--- src/rtl/keypad_sample_entry_pkg.sv ---
// Shared definitions for the keypad sample-entry block: FSM states, keypad legend,
// and the rule that places a 16-bit sample into the wider FFT input word.
package keypad_sample_entry_pkg;

    typedef enum logic [0:0] {
        StEntry,
        StStream
    } state_e;

    // Width of one entered sample (four hex digits).
    localparam int unsigned SampleW = 16;
    // Samples sit in x_out[19:4]; the low nibble is zero.
    localparam int unsigned XShift  = 4;

    // Keypad legend indexed by 4*row + col, rows top to bottom, columns left to right.
    localparam logic [3:0] KeyMap [16] = '{
        4'h1, 4'h2, 4'h3, 4'hA,
        4'h4, 4'h5, 4'h6, 4'hB,
        4'h7, 4'h8, 4'h9, 4'hC,
        4'hE, 4'h0, 4'hF, 4'hD
    };

    // Number of sign-replicated bits above the sample in a bw-wide output word.
    function automatic int unsigned sext_width(input int unsigned bw);
        return bw - SampleW - XShift;
    endfunction

    function automatic logic is_onehot(input logic [15:0] m);
        return (m != '0) && ((m & (m - 16'd1)) == '0);
    endfunction

    // Legend of the (single) key set in a key map.
    function automatic logic [3:0] key_code(input logic [15:0] m);
        logic [3:0] c;
        c = 4'h0;
        for (int i = 0; i < 16; i++) begin
            if (m[i]) c = KeyMap[i];
        end
        return c;
    endfunction

endpackage

--- src/rtl/keypad_sample_entry_scan.sv ---
// Keypad scanner: drives one row low at a time, samples the columns at the end of each
// row slot, assembles a 16-bit sweep, debounces whole sweeps and emits one press event
// per clean single-key press.
module keypad_scan
    import keypad_sample_entry_pkg::*;
#(
    parameter int unsigned SCAN_CYC  = 50_000,
    parameter int unsigned DEB_SCANS = 4
) (
    input  logic       clk,
    input  logic       rst_n,
    input  logic [3:0] key_col_i,
    output logic [3:0] key_row_o,
    output logic       evt_o,
    output logic [3:0] code_o
);

    localparam int unsigned CntW = (SCAN_CYC > 1) ? $clog2(SCAN_CYC) : 1;
    localparam int unsigned DebW = $clog2(DEB_SCANS + 1);

    logic [CntW-1:0] cnt_q;
    logic [1:0]      row_q;
    logic [1:0]      row_nxt;
    logic [3:0]      key_row_q;
    logic [11:0]     raw_q;      // rows 0..2 of the sweep in progress
    logic [15:0]     prev_q;     // previous full sweep
    logic [15:0]     stable_q;   // debounced key map
    logic [DebW-1:0] deb_q;      // run length of identical sweeps, saturating
    logic            evt_q;
    logic [3:0]      code_q;

    logic            slot_end;
    logic [15:0]     sweep;
    logic [DebW-1:0] deb_d;
    logic [15:0]     stable_d;

    // Slot timing, current sweep (row 3 taken live) and debounce next-state
    always_comb begin
        slot_end = (cnt_q == CntW'(SCAN_CYC - 1));
        row_nxt  = row_q + 2'd1;
        sweep    = {~key_col_i, raw_q};
        if (sweep == prev_q) begin
            deb_d = (deb_q == DebW'(DEB_SCANS)) ? deb_q : deb_q + 1'b1;
        end else begin
            deb_d = DebW'(1);
        end
        stable_d = (deb_d == DebW'(DEB_SCANS)) ? sweep : stable_q;
    end

    // Row drive, column sampling, and per-sweep debounce / press-event update
    always_ff @(posedge clk or negedge rst_n) begin
        if (!rst_n) begin
            cnt_q     <= '0;
            row_q     <= 2'd0;
            key_row_q <= 4'b1110;
            raw_q     <= '0;
            prev_q    <= '0;
            stable_q  <= '0;
            deb_q     <= '0;
            evt_q     <= 1'b0;
            code_q    <= 4'h0;
        end else begin
            evt_q <= 1'b0;
            if (slot_end) begin
                cnt_q     <= '0;
                row_q     <= row_nxt;
                key_row_q <= ~(4'b0001 << row_nxt);
                unique case (row_q)
                    2'd0: raw_q[3:0]  <= ~key_col_i;
                    2'd1: raw_q[7:4]  <= ~key_col_i;
                    2'd2: raw_q[11:8] <= ~key_col_i;
                    2'd3: begin
                        prev_q   <= sweep;
                        deb_q    <= deb_d;
                        stable_q <= stable_d;
                        // Only a clean 0 -> single-key transition is a press
                        evt_q    <= (stable_q == '0) && is_onehot(stable_d);
                        code_q   <= key_code(stable_d);
                    end
                endcase
            end else begin
                cnt_q <= cnt_q + 1'b1;
            end
        end
    end

    assign key_row_o = key_row_q;
    assign evt_o     = evt_q;
    assign code_o    = code_q;

endmodule

--- src/rtl/keypad_sample_entry.sv ---
// Keypad sample entry: collects four hex digits per signed sample, buffers a frame of N
// samples, then streams the frame to the FFT input on N back-to-back valid cycles.
module keypad_sample_entry
    import keypad_sample_entry_pkg::*;
#(
    parameter int unsigned bit_width = 32,
    parameter int unsigned N         = 16,
    parameter int unsigned SIZE      = 4,
    parameter int unsigned SCAN_CYC  = 50_000,
    parameter int unsigned DEB_SCANS = 4
) (
    input  logic                 clk,
    input  logic                 rst_n,
    input  logic [3:0]           key_col,
    output logic [3:0]           key_row,
    output logic                 en_out,
    output logic [bit_width-1:0] x_out,
    output logic [bit_width-1:0] y_out,
    output logic [15:0]          entry_digits,
    output logic [1:0]           entry_cnt,
    output logic [SIZE-1:0]      sample_idx,
    output logic                 busy
);

    localparam int unsigned ExtW = sext_width(bit_width);

    logic                 evt;
    logic [3:0]           code;

    state_e               state_q;
    logic [15:0]          entry_digits_q;
    logic [1:0]           entry_cnt_q;
    logic [SIZE-1:0]      sample_idx_q;
    logic [SIZE-1:0]      rd_ptr_q;
    logic                 en_out_q;
    logic                 busy_q;
    logic [bit_width-1:0] x_out_q;
    logic [SampleW-1:0]   smp_buf_q [N];

    logic                 commit;
    logic [SampleW-1:0]   new_sample;
    logic [SampleW-1:0]   rd_sample;

    keypad_scan #(
        .SCAN_CYC  (SCAN_CYC),
        .DEB_SCANS (DEB_SCANS)
    ) u_scan (
        .clk       (clk),
        .rst_n     (rst_n),
        .key_col_i (key_col),
        .key_row_o (key_row),
        .evt_o     (evt),
        .code_o    (code)
    );

    assign commit     = (state_q == StEntry) && evt && (entry_cnt_q == 2'd3);
    assign new_sample = {entry_digits_q[11:0], code};
    assign rd_sample  = smp_buf_q[rd_ptr_q];

    // Sample buffer; not reset, stale contents are never read before being rewritten
    always_ff @(posedge clk) begin
        if (commit) smp_buf_q[sample_idx_q] <= new_sample;
    end

    // Entry / stream FSM with registered outputs
    always_ff @(posedge clk or negedge rst_n) begin
        if (!rst_n) begin
            state_q        <= StEntry;
            entry_digits_q <= '0;
            entry_cnt_q    <= '0;
            sample_idx_q   <= '0;
            rd_ptr_q       <= '0;
            en_out_q       <= 1'b0;
            busy_q         <= 1'b0;
            x_out_q        <= '0;
        end else begin
            unique case (state_q)
                StEntry: begin
                    en_out_q <= 1'b0;
                    busy_q   <= 1'b0;
                    x_out_q  <= '0;
                    if (evt) begin
                        if (entry_cnt_q == 2'd3) begin
                            entry_digits_q <= '0;
                            entry_cnt_q    <= '0;
                            if (sample_idx_q == SIZE'(N - 1)) begin
                                sample_idx_q <= '0;
                                rd_ptr_q     <= '0;
                                state_q      <= StStream;
                            end else begin
                                sample_idx_q <= sample_idx_q + 1'b1;
                            end
                        end else begin
                            entry_digits_q <= new_sample;
                            entry_cnt_q    <= entry_cnt_q + 2'd1;
                        end
                    end
                end
                StStream: begin
                    // Key events are dropped here; the scanner keeps running
                    en_out_q <= 1'b1;
                    busy_q   <= 1'b1;
                    x_out_q  <= {{ExtW{rd_sample[SampleW-1]}}, rd_sample, {XShift{1'b0}}};
                    if (rd_ptr_q == SIZE'(N - 1)) begin
                        state_q <= StEntry;
                    end else begin
                        rd_ptr_q <= rd_ptr_q + 1'b1;
                    end
                end
            endcase
        end
    end

    assign en_out       = en_out_q;
    assign busy         = busy_q;
    assign x_out        = x_out_q;
    assign y_out        = '0;
    assign entry_digits = entry_digits_q;
    assign entry_cnt    = entry_cnt_q;
    assign sample_idx   = sample_idx_q;

endmodule

--- config.mk ---
export PLATFORM = sky130hd
export DESIGN_NAME = keypad_sample_entry
export DESIGN_NICKNAME = d
export VERILOG_FILES = /design/src/rtl/keypad_sample_entry_pkg.sv /design/src/rtl/keypad_sample_entry_scan.sv /design/src/rtl/keypad_sample_entry.sv
export SDC_FILE = /design/constraint.sdc
export NUM_CORES = 1
export LEC_CHECK = 0
export BUFFER_PORTS_ARGS = -buffer_cell sky130_fd_sc_hd__buf_2
export CORE_MARGIN = 8
export CORE_UTILIZATION = 55
export CTS_BUF_LIST = sky130_fd_sc_hd__clkbuf_16
export DETAILED_ROUTE_END_ITERATION = 10
export PLACE_DENSITY = 0.76
export SYNTH_ARGS = -nofsm -noshare
export SYNTH_HDL_FRONTEND = slang
export SYNTH_SLANG_ARGS = --single-unit
--- constraint.sdc ---
create_clock -name clk -period 2.4 [get_ports clk]
set_clock_uncertainty 0.15 [all_clocks]
set_input_delay 0.48 -clock clk [delete_from_list [all_inputs] [get_ports clk]]
set_output_delay 0.48 -clock clk [all_outputs]
set_load 0.1 [all_outputs]
==> flow_summary.json, run 1 <==
{
  "grt_pass1_vias": 9022,
  "clk_path_buf_depth": 3,
  "post-route-period-util_pct": 96.1,
  "power.leakage_nw": 6.68,
  "wirelength_um": 34600,
  "dr.pass1.iters": 5,
  "top_layer": "met4",
  "rsz0062_at_grt": "false",
  "initial_utilization_pct": 55.4,
  "pin_count": 98,
  "yosysWarningCount": 0,
  "cts-root-buf": "clkbuf_16",
  "place_inst": 1463,
  "grt_overflow": 0,
  "critPathBufInv": 1,
  "finalHoldViolations": 0,
  "die-height_um": 186,
  "core_area_um2": 28500,
  "synthDistinctLibCells": 60,
  "finalSetupViolCount": 0,
  "wl_per_cell_um": 22.5,
  "worst-path-max-fanout": 19,
  "synthesis.area_um2": 15800,
  "wl_met1_um": 14600,
  "worst_setup_path_end_kind": "output pin",
  "ys_seq_area_share_pct": 67.2,
  "routed-wl-met2_um": 17100,
  "powerDensity_nw_per_um2": 714,
  "clk_latency_ns": 0.53,
  "drc": 0,
  "ys_top_cells_by_count": "edfxtp_1, dfrtp_1, nand2_1",
  "synth_async_sr_flop_share_pct": 31.6,
  "fin_setup_tns_ns": 0,
  "yosys-top-cells-area": "edfxtp_1, dfrtp_1, mux4_2",
  "nNetsFinal": 1141,
  "hold_path.class": "in2reg",
  "yosysTopAreaCell": "edfxtp_1",
  "routed-wl-met3_um": 2280,
  "grt_pass1_wl_um": 53000,
  "slowest_stage": "dfrtp_1",
  "via_per_inst": 5.75,
  "rows": 62,
  "instances_no_fill": 1536,
  "drive_above_1_share_pct": 29.2,
  "clock_sinks": 374,
  "status": "finished, final reports clean",
  "slew_violations": 0,
  "drtIter0Drc": 752,
  "yosys.area.top_type_share_pct": 48.6,
  "synth-main-ff-cell": "edfxtp_1",
  "antennaDiodeCount": 0,
  "crit_chain": "buf_4",
  "cts_tree": "built",
  "post-route-min-period_ns": 2.31,
  "grt_start_max_net_pins": 43,
  "syn_inst": 1004,
  "cts_made_buffers": 39,
  "critPathKind": "reg2out",
  "portBuffers": 61,
  "clock.fmax_ghz": 0.434,
  "cp_slowest_stage_delay_ns": 0.73,
  "dieArea_um2": 34500,
  "die_x_um": 186,
  "slew-limit-headroom_pct": 59.0,
  "area_growth_pct": 15.7,
  "synth_edf_count": 256,
  "track_usage_pct": 20.4,
  "vias": 8826,
  "start_kind": "flip-flop",
  "cap_violations": 0,
  "ir_worst_vdd_mv": 0.587,
  "synth.avg_cell_area_um2": 15.8,
  "tightest_slew_ns": 0.615,
  "grt_antenna_before_repair": 1,
  "cp.arrival_ns": 1.68,
  "ys_ff_latch": 374,
  "yosysMostFrequentCell": "edfxtp_1",
  "ant_nets": 0,
  "path_clk_slew_ns": 0.06,
  "cp.required_ns": 1.77,
  "routabilityCongestion": 0.834,
  "htree_levels": 2,
  "detailed_place_hpwl_um": 21200,
  "critical-path-top-delay-family": "flip-flops"
}
[sequential cells by signal, summed over array words and instances, names as in the netlist, 4 cells and up]
| register | cells |
|---|---|
| sample_idx | 4 |
| entry_digits | 16 |
| u_scan.cnt_q | 16 |
| u_scan.raw_q | 12 |
| u_scan.code_o | 4 |
| u_scan.stable_q | 16 |
| u_scan.key_row_o | 4 |
| u_scan.prev_q | 16 |
| smp_buf_q | 256 |
| rd_ptr_q | 4 |
| x_out | 16 |
[routing by layer]
layer,global-route usage [%],vias to the layer above
met4,6.13,0
met3,3.81,50
met1,27.8,4563
li1,-,3904
met5,0,-
met2,33.4,309
[layout by cell type (no fill, tap or decap), types with 5 or more instances in the layout]
| master | instances |
|---|---|
| nand2_1 | 109 |
| mux2_2 | 10 |
| xor2_1 | 11 |
| edfxtp_1 | 256 |
| nand2b_1 | 17 |
| clkinv_2 | 6 |
| conb_1 | 36 |
| xnor2_1 | 19 |
| mux4_2 | 80 |
| dfrtp_1 | 111 |
| o21ai_0 | 54 |
| and2_2 | 16 |
| buf_4 | 67 |
| clkinv_1 | 7 |
| nor2_1 | 31 |
| a21oi_1 | 15 |
| nor2b_1 | 5 |
| nand3_1 | 18 |
| ha_1 | 12 |
| nand4_1 | 8 |
| buf_2 | 57 |
| and2_1 | 20 |
| inv_1 | 19 |
| clkbuf_16 | 40 |
| buf_12 | 20 |
| mux2_1 | 5 |
| nor3_1 | 18 |
| xnor2_2 | 6 |
| and3_1 | 6 |
[stage by stage]
stage / total power [mW] / setup slack [ns] / hold WS, ns / cell area (um^2) / util [%]
floorplan: 7.27 / 0.00496 / 0.0344 / 16000 / -
global placement: 7.29 / -0.0422 / 0.224 / 17000 / 59.6
detailed placement: 7.29 / -0.102 / 0.228 / 17000 / 59.6
CTS: 13.2 / 0.0276 / 0.171 / 18300 / 64.1
global route: 13.4 / 0.00382 / 0.191 / 18300 / 64.1
finish: 13.1 / 0.0943 / 0.187 / 18300 / 64.1
[worst min-delay path, stage by stage]
cell,delay [ns]
buf_2,0.10
buf_4,0.15
o21ai_0,0.09
[final timing paths]
| path | startpoint | to | slack [ns] | cells past startpoint |
|---|---|---|---|---|
| worst min register to register | u_scan.key_row_o[0]$_DFFE_PN0N_ | u_scan.key_row_o[0]$_DFFE_PN0N_ | 0.33 | 2 |
| worst min-delay path | key_col[1] | u_scan.prev_q[13]$_DFFE_PN0P_ | 0.19 | 3 |
| min in group asynchronous | rst_n | u_scan.prev_q[3]$_DFFE_PN0P_ | 0.22 | 2 |
| worst max-delay path | entry_digits[3]$_DFFE_PN0P_ | entry_digits[3] | 0.09 | 1 |
| worst max register to register | u_scan.deb_q[0]$_DFFE_PN0P_ | u_scan.evt_o$_DFF_PN0_ | 0.11 | 7 |
| max in group asynchronous | rst_n | rd_ptr_q[0]$_DFFE_PN0P_ | 1.25 | 3 |
[cells by family (layout without fill, tap and decap cells)]
| kind of cell | after synthesis | in the layout | share of synthesized area, % |
|---|---|---|---|
| buffers and inverters | 113 | 226 | 4.21 |
| xor gates and xnor gates | 37 | 37 | 2.38 |
| adders and majority gates | 18 | 18 | 1.35 |
| and+or+nand+nor | 270 | 270 | 8.81 |
| muxes | 96 | 96 | 12.5 |
| other | 1 | 36 | 0.0237 |
| AOI/OAI and AO/OA | 95 | 95 | 3.47 |
| DFF | 374 | 374 | 67.2 |
[repair_timing]
item                                    4_1_cts  5_1_grt
resized for setup                             5        3
hold buffers                                  1        0
endpoints found under the setup margin        5       16
pin swaps                                     0        1
hold endpoints to repair                     81        0
buffers inserted                              0        1
gates cloned                                  0        0
[layout make-up]
| class | instances | area, um^2 |
|---|---|---|
| well taps | 384 | 480 |
| inverters | 10 | 41.3 |
| fillers | 2020 | 10200 |
| clock buffers | 40 | 1000 |
| repair buffers | 145 | 1200 |
| flip-flops and latches | 374 | 10700 |
| multi-input cells | 552 | 4690 |
| clock inverters | 31 | 249 |
[where the power goes]
part	total, mW	switching, mW	internal [mW]
clock network	5.91	2.44	3.46
logic	0.329	0.308	0.0210
registers	6.83	0	6.83
Power figures use the tool's default switching activity.
==> run 2: changes to the inputs <==
GPL_TIMING_DRIVEN = 0   (was unset)
==> flow_summary.json, run 2 (synthesis results as in run 1) <==
{
  "track_usage_pct": 22.0,
  "r2r_start": "u_scan.deb_q[0]$_DFFE_PN0P_",
  "via_per_inst": 5.87,
  "rr_worst_depth": 10,
  "clock_sinks": 374,
  "routabilityCongestion": 0.838,
  "area_growth_pct": 20.5,
  "nNetsFinal": 1204,
  "power.leakage_nw": 7.03,
  "timing.hold.ws_ns": 0.132,
  "top_register": "smp_buf_q",
  "slew_violations": 0,
  "slew-limit-headroom_pct": 49.3,
  "num-fill-cells": 1953,
  "critical-path-top-delay-family": "compound AO/OA/AOI/OAI gates",
  "drive_above_1_share_pct": 33.9,
  "wirelength_um": 38600,
  "cp_slowest_stage_delay_ns": 0.39,
  "grt_antenna_before_repair": 0,
  "worst_setup_path_end_kind": "flip-flop",
  "die-height_um": 186,
  "grt_pass1_wl_um": 56300,
  "hold_start": "key_col[1]",
  "rr_endpoint": "u_scan.evt_o$_DFF_PN0_",
  "hold_depth": 2,
  "rsz0062_at_grt": "true",
  "post-route-min-period_ns": 2.42,
  "die_x_um": 186,
  "pin_count": 98,
  "detailed_place_hpwl_um": 21800,
  "rows": 62,
  "wl_met1_um": 15200,
  "top_layer": "met4",
  "cp.required_ns": 2.66,
  "core_area_um2": 28500,
  "routed-wl-met2_um": 18900,
  "hold_path.class": "in2reg",
  "finalHoldViolations": 0,
  "instances_no_fill": 1601,
  "cp.arrival_ns": 2.68,
  "post-route-period-util_pct": 101,
  "path_clk_slew_ns": 0.06,
  "clock.fmax_ghz": 0.413,
  "final_cell_mix": "edfxtp_1, nand2_1, dfrtp_1",
  "fin_setup_tns_ns": -0.183,
  "ir_worst_vdd_mv": 0.466,
  "reg2reg_slack_ns": -0.02,
  "fin_ws_ns": -0.0207,
  "cts_tree": "built",
  "finalSetupViolCount": 18,
  "cap_violations": 0,
  "antennaDiodeCount": 0,
  "drtIter0Drc": 1000,
  "path_common_cell": "nor3_2",
  "routed-wl-met3_um": 3260,
  "grt_start_max_net_pins": 82,
  "critPathKind": "reg2reg",
  "dieArea_um2": 34500,
  "tightest_slew_ns": 0.761,
  "place_inst": 1483,
  "largest_reg_flops": 256,
  "final_common_cell": "edfxtp_1",
  "cts_made_buffers": 40,
  "cts-root-buf": "clkbuf_16",
  "ant_nets": 0,
  "grt_overflow": 0,
  "clk_path_buf_depth": 3,
  "vias": 9403,
  "grt_pass1_vias": 9446,
  "crit_chain": "inv_2 > ha_2 > nor3b_2 > nor3_2 > a211oi_2 > buf_4 > nand2_2 > nor3_2 > a31oi_1 > a2111oi_4",
  "power.total_mw": 13.5,
  "slowest_stage": "dfrtp_1",
  "status": "complete, but fails checks",
  "holdPathEnd": "u_scan.raw_q[5]$_DFFE_PN0P_",
  "htree_levels": 2,
  "initial_utilization_pct": 55.4,
  "portBuffers": 59,
  "worst-path-max-fanout": 6,
  "post-place-ws_ns": -0.720,
  "critPathBufInv": 2,
  "drc": 0,
  "wl_per_cell_um": 24.1,
  "start_kind": "flip-flop",
  "violations": "negative setup slack",
  "clk_latency_ns": 0.54,
  "powerDensity_nw_per_um2": 708,
  "dr.pass1.iters": 5
}
run 2: changes by cell type in the layout (fill, tap and decap cells not counted), sizes merged:
cell | before | now
buf | 144 | 178
bufinv | 4 | 6
clkinv | 13 | 15
clkinvlp | 1 | 6
clkbuf | 40 | 63
inv | 23 | 18
and2 | 36 | 40
run 2: power breakdown:
group	switching, mW	leakage (nW)	internal [mW]
Clock	2.58	0.677	3.73
Combinational	0.313	2.77	0.0544
Sequential	0	3.58	6.83
run 2: layout make-up:
| class | instances | area, um^2 | area share [%] |
|---|---|---|---|
| multi-input cells | 556 | 4930 | 25.9 |
| flip-flops and latches | 374 | 10700 | 55.9 |
| inverters | 10 | 41.3 | 0.216 |
| well taps | 384 | 480 | 2.52 |
| plain buffers | 101 | 704 | 3.69 |
| repair buffers | 101 | 900 | 4.72 |
| clock buffers | 40 | 1000 | 5.25 |
| clock inverters | 34 | 349 | 1.83 |
| repair inverters | 1 | 7.51 | 0.0394 |
run 2: worst reg2reg max path, cell delays in order (launching register included):
cell	delay (ns)
dfrtp_1	0.39
inv_2	0.07
ha_2	0.21
nor3b_2	0.18
nor3_2	0.07
a211oi_2	0.27
buf_4	0.17
nand2_2	0.10
nor3_2	0.21
a31oi_1	0.09
a2111oi_4	0.38
run 2: how the worst max path moves through the flow:
stage	start	endpoint	slack (ns)	cells after the start
final	u_scan.deb_q[0]$_DFFE_PN0P_	u_scan.evt_o$_DFF_PN0_	-0.02	10
after detailed placement	rd_ptr_q[1]$_DFFE_PN0P_	x_out[16]$_DFF_PN0_	-0.72	5
after floorplan	rd_ptr_q[0]$_DFFE_PN0P_	x_out[12]$_DFF_PN0_	0.005	6
after CTS	state_q$_DFF_PN0_	smp_buf_q[12][15]$_DFFE_PP_	-0.11	5
after global routing	u_scan.raw_q[5]$_DFFE_PN0P_	u_scan.evt_o$_DFF_PN0_	-0.11	9
after global placement	rst_n	entry_cnt[1]$_DFFE_PN0P_	-1.13	1
run 2: metrics by stage:
| step | instance area, um^2 | utilization (%) |
|---|---|---|
| 3_3_place_gp | 16800 | 58.8 |
| 3_5_place_dp | 16800 | 58.9 |
| 6_report | 19100 | 66.8 |
| 4_1_cts | 18800 | 66.0 |
| 5_1_grt | 19100 | 66.8 |
| 2_1_floorplan | 16000 | - |
run 2: what timing repair did:
item / in CTS / in global routing
buffers inserted: 27 / 13
hold buffers: 1 / 0
gates resized for setup: 73 / 29
endpoints found under the hold margin: 37 / 0
gates cloned: 1 / 4
endpoints found under the setup margin: 300 / 294
pin swaps: 12 / 14
run 2: per-layer routing:
layer | vias to the layer above | GRT usage [%]
met5 | - | 0
met4 | 0 | 6.54
met3 | 95 | 4.90
met2 | 477 | 36.3
met1 | 4781 | 29.0
li1 | 4050 | -
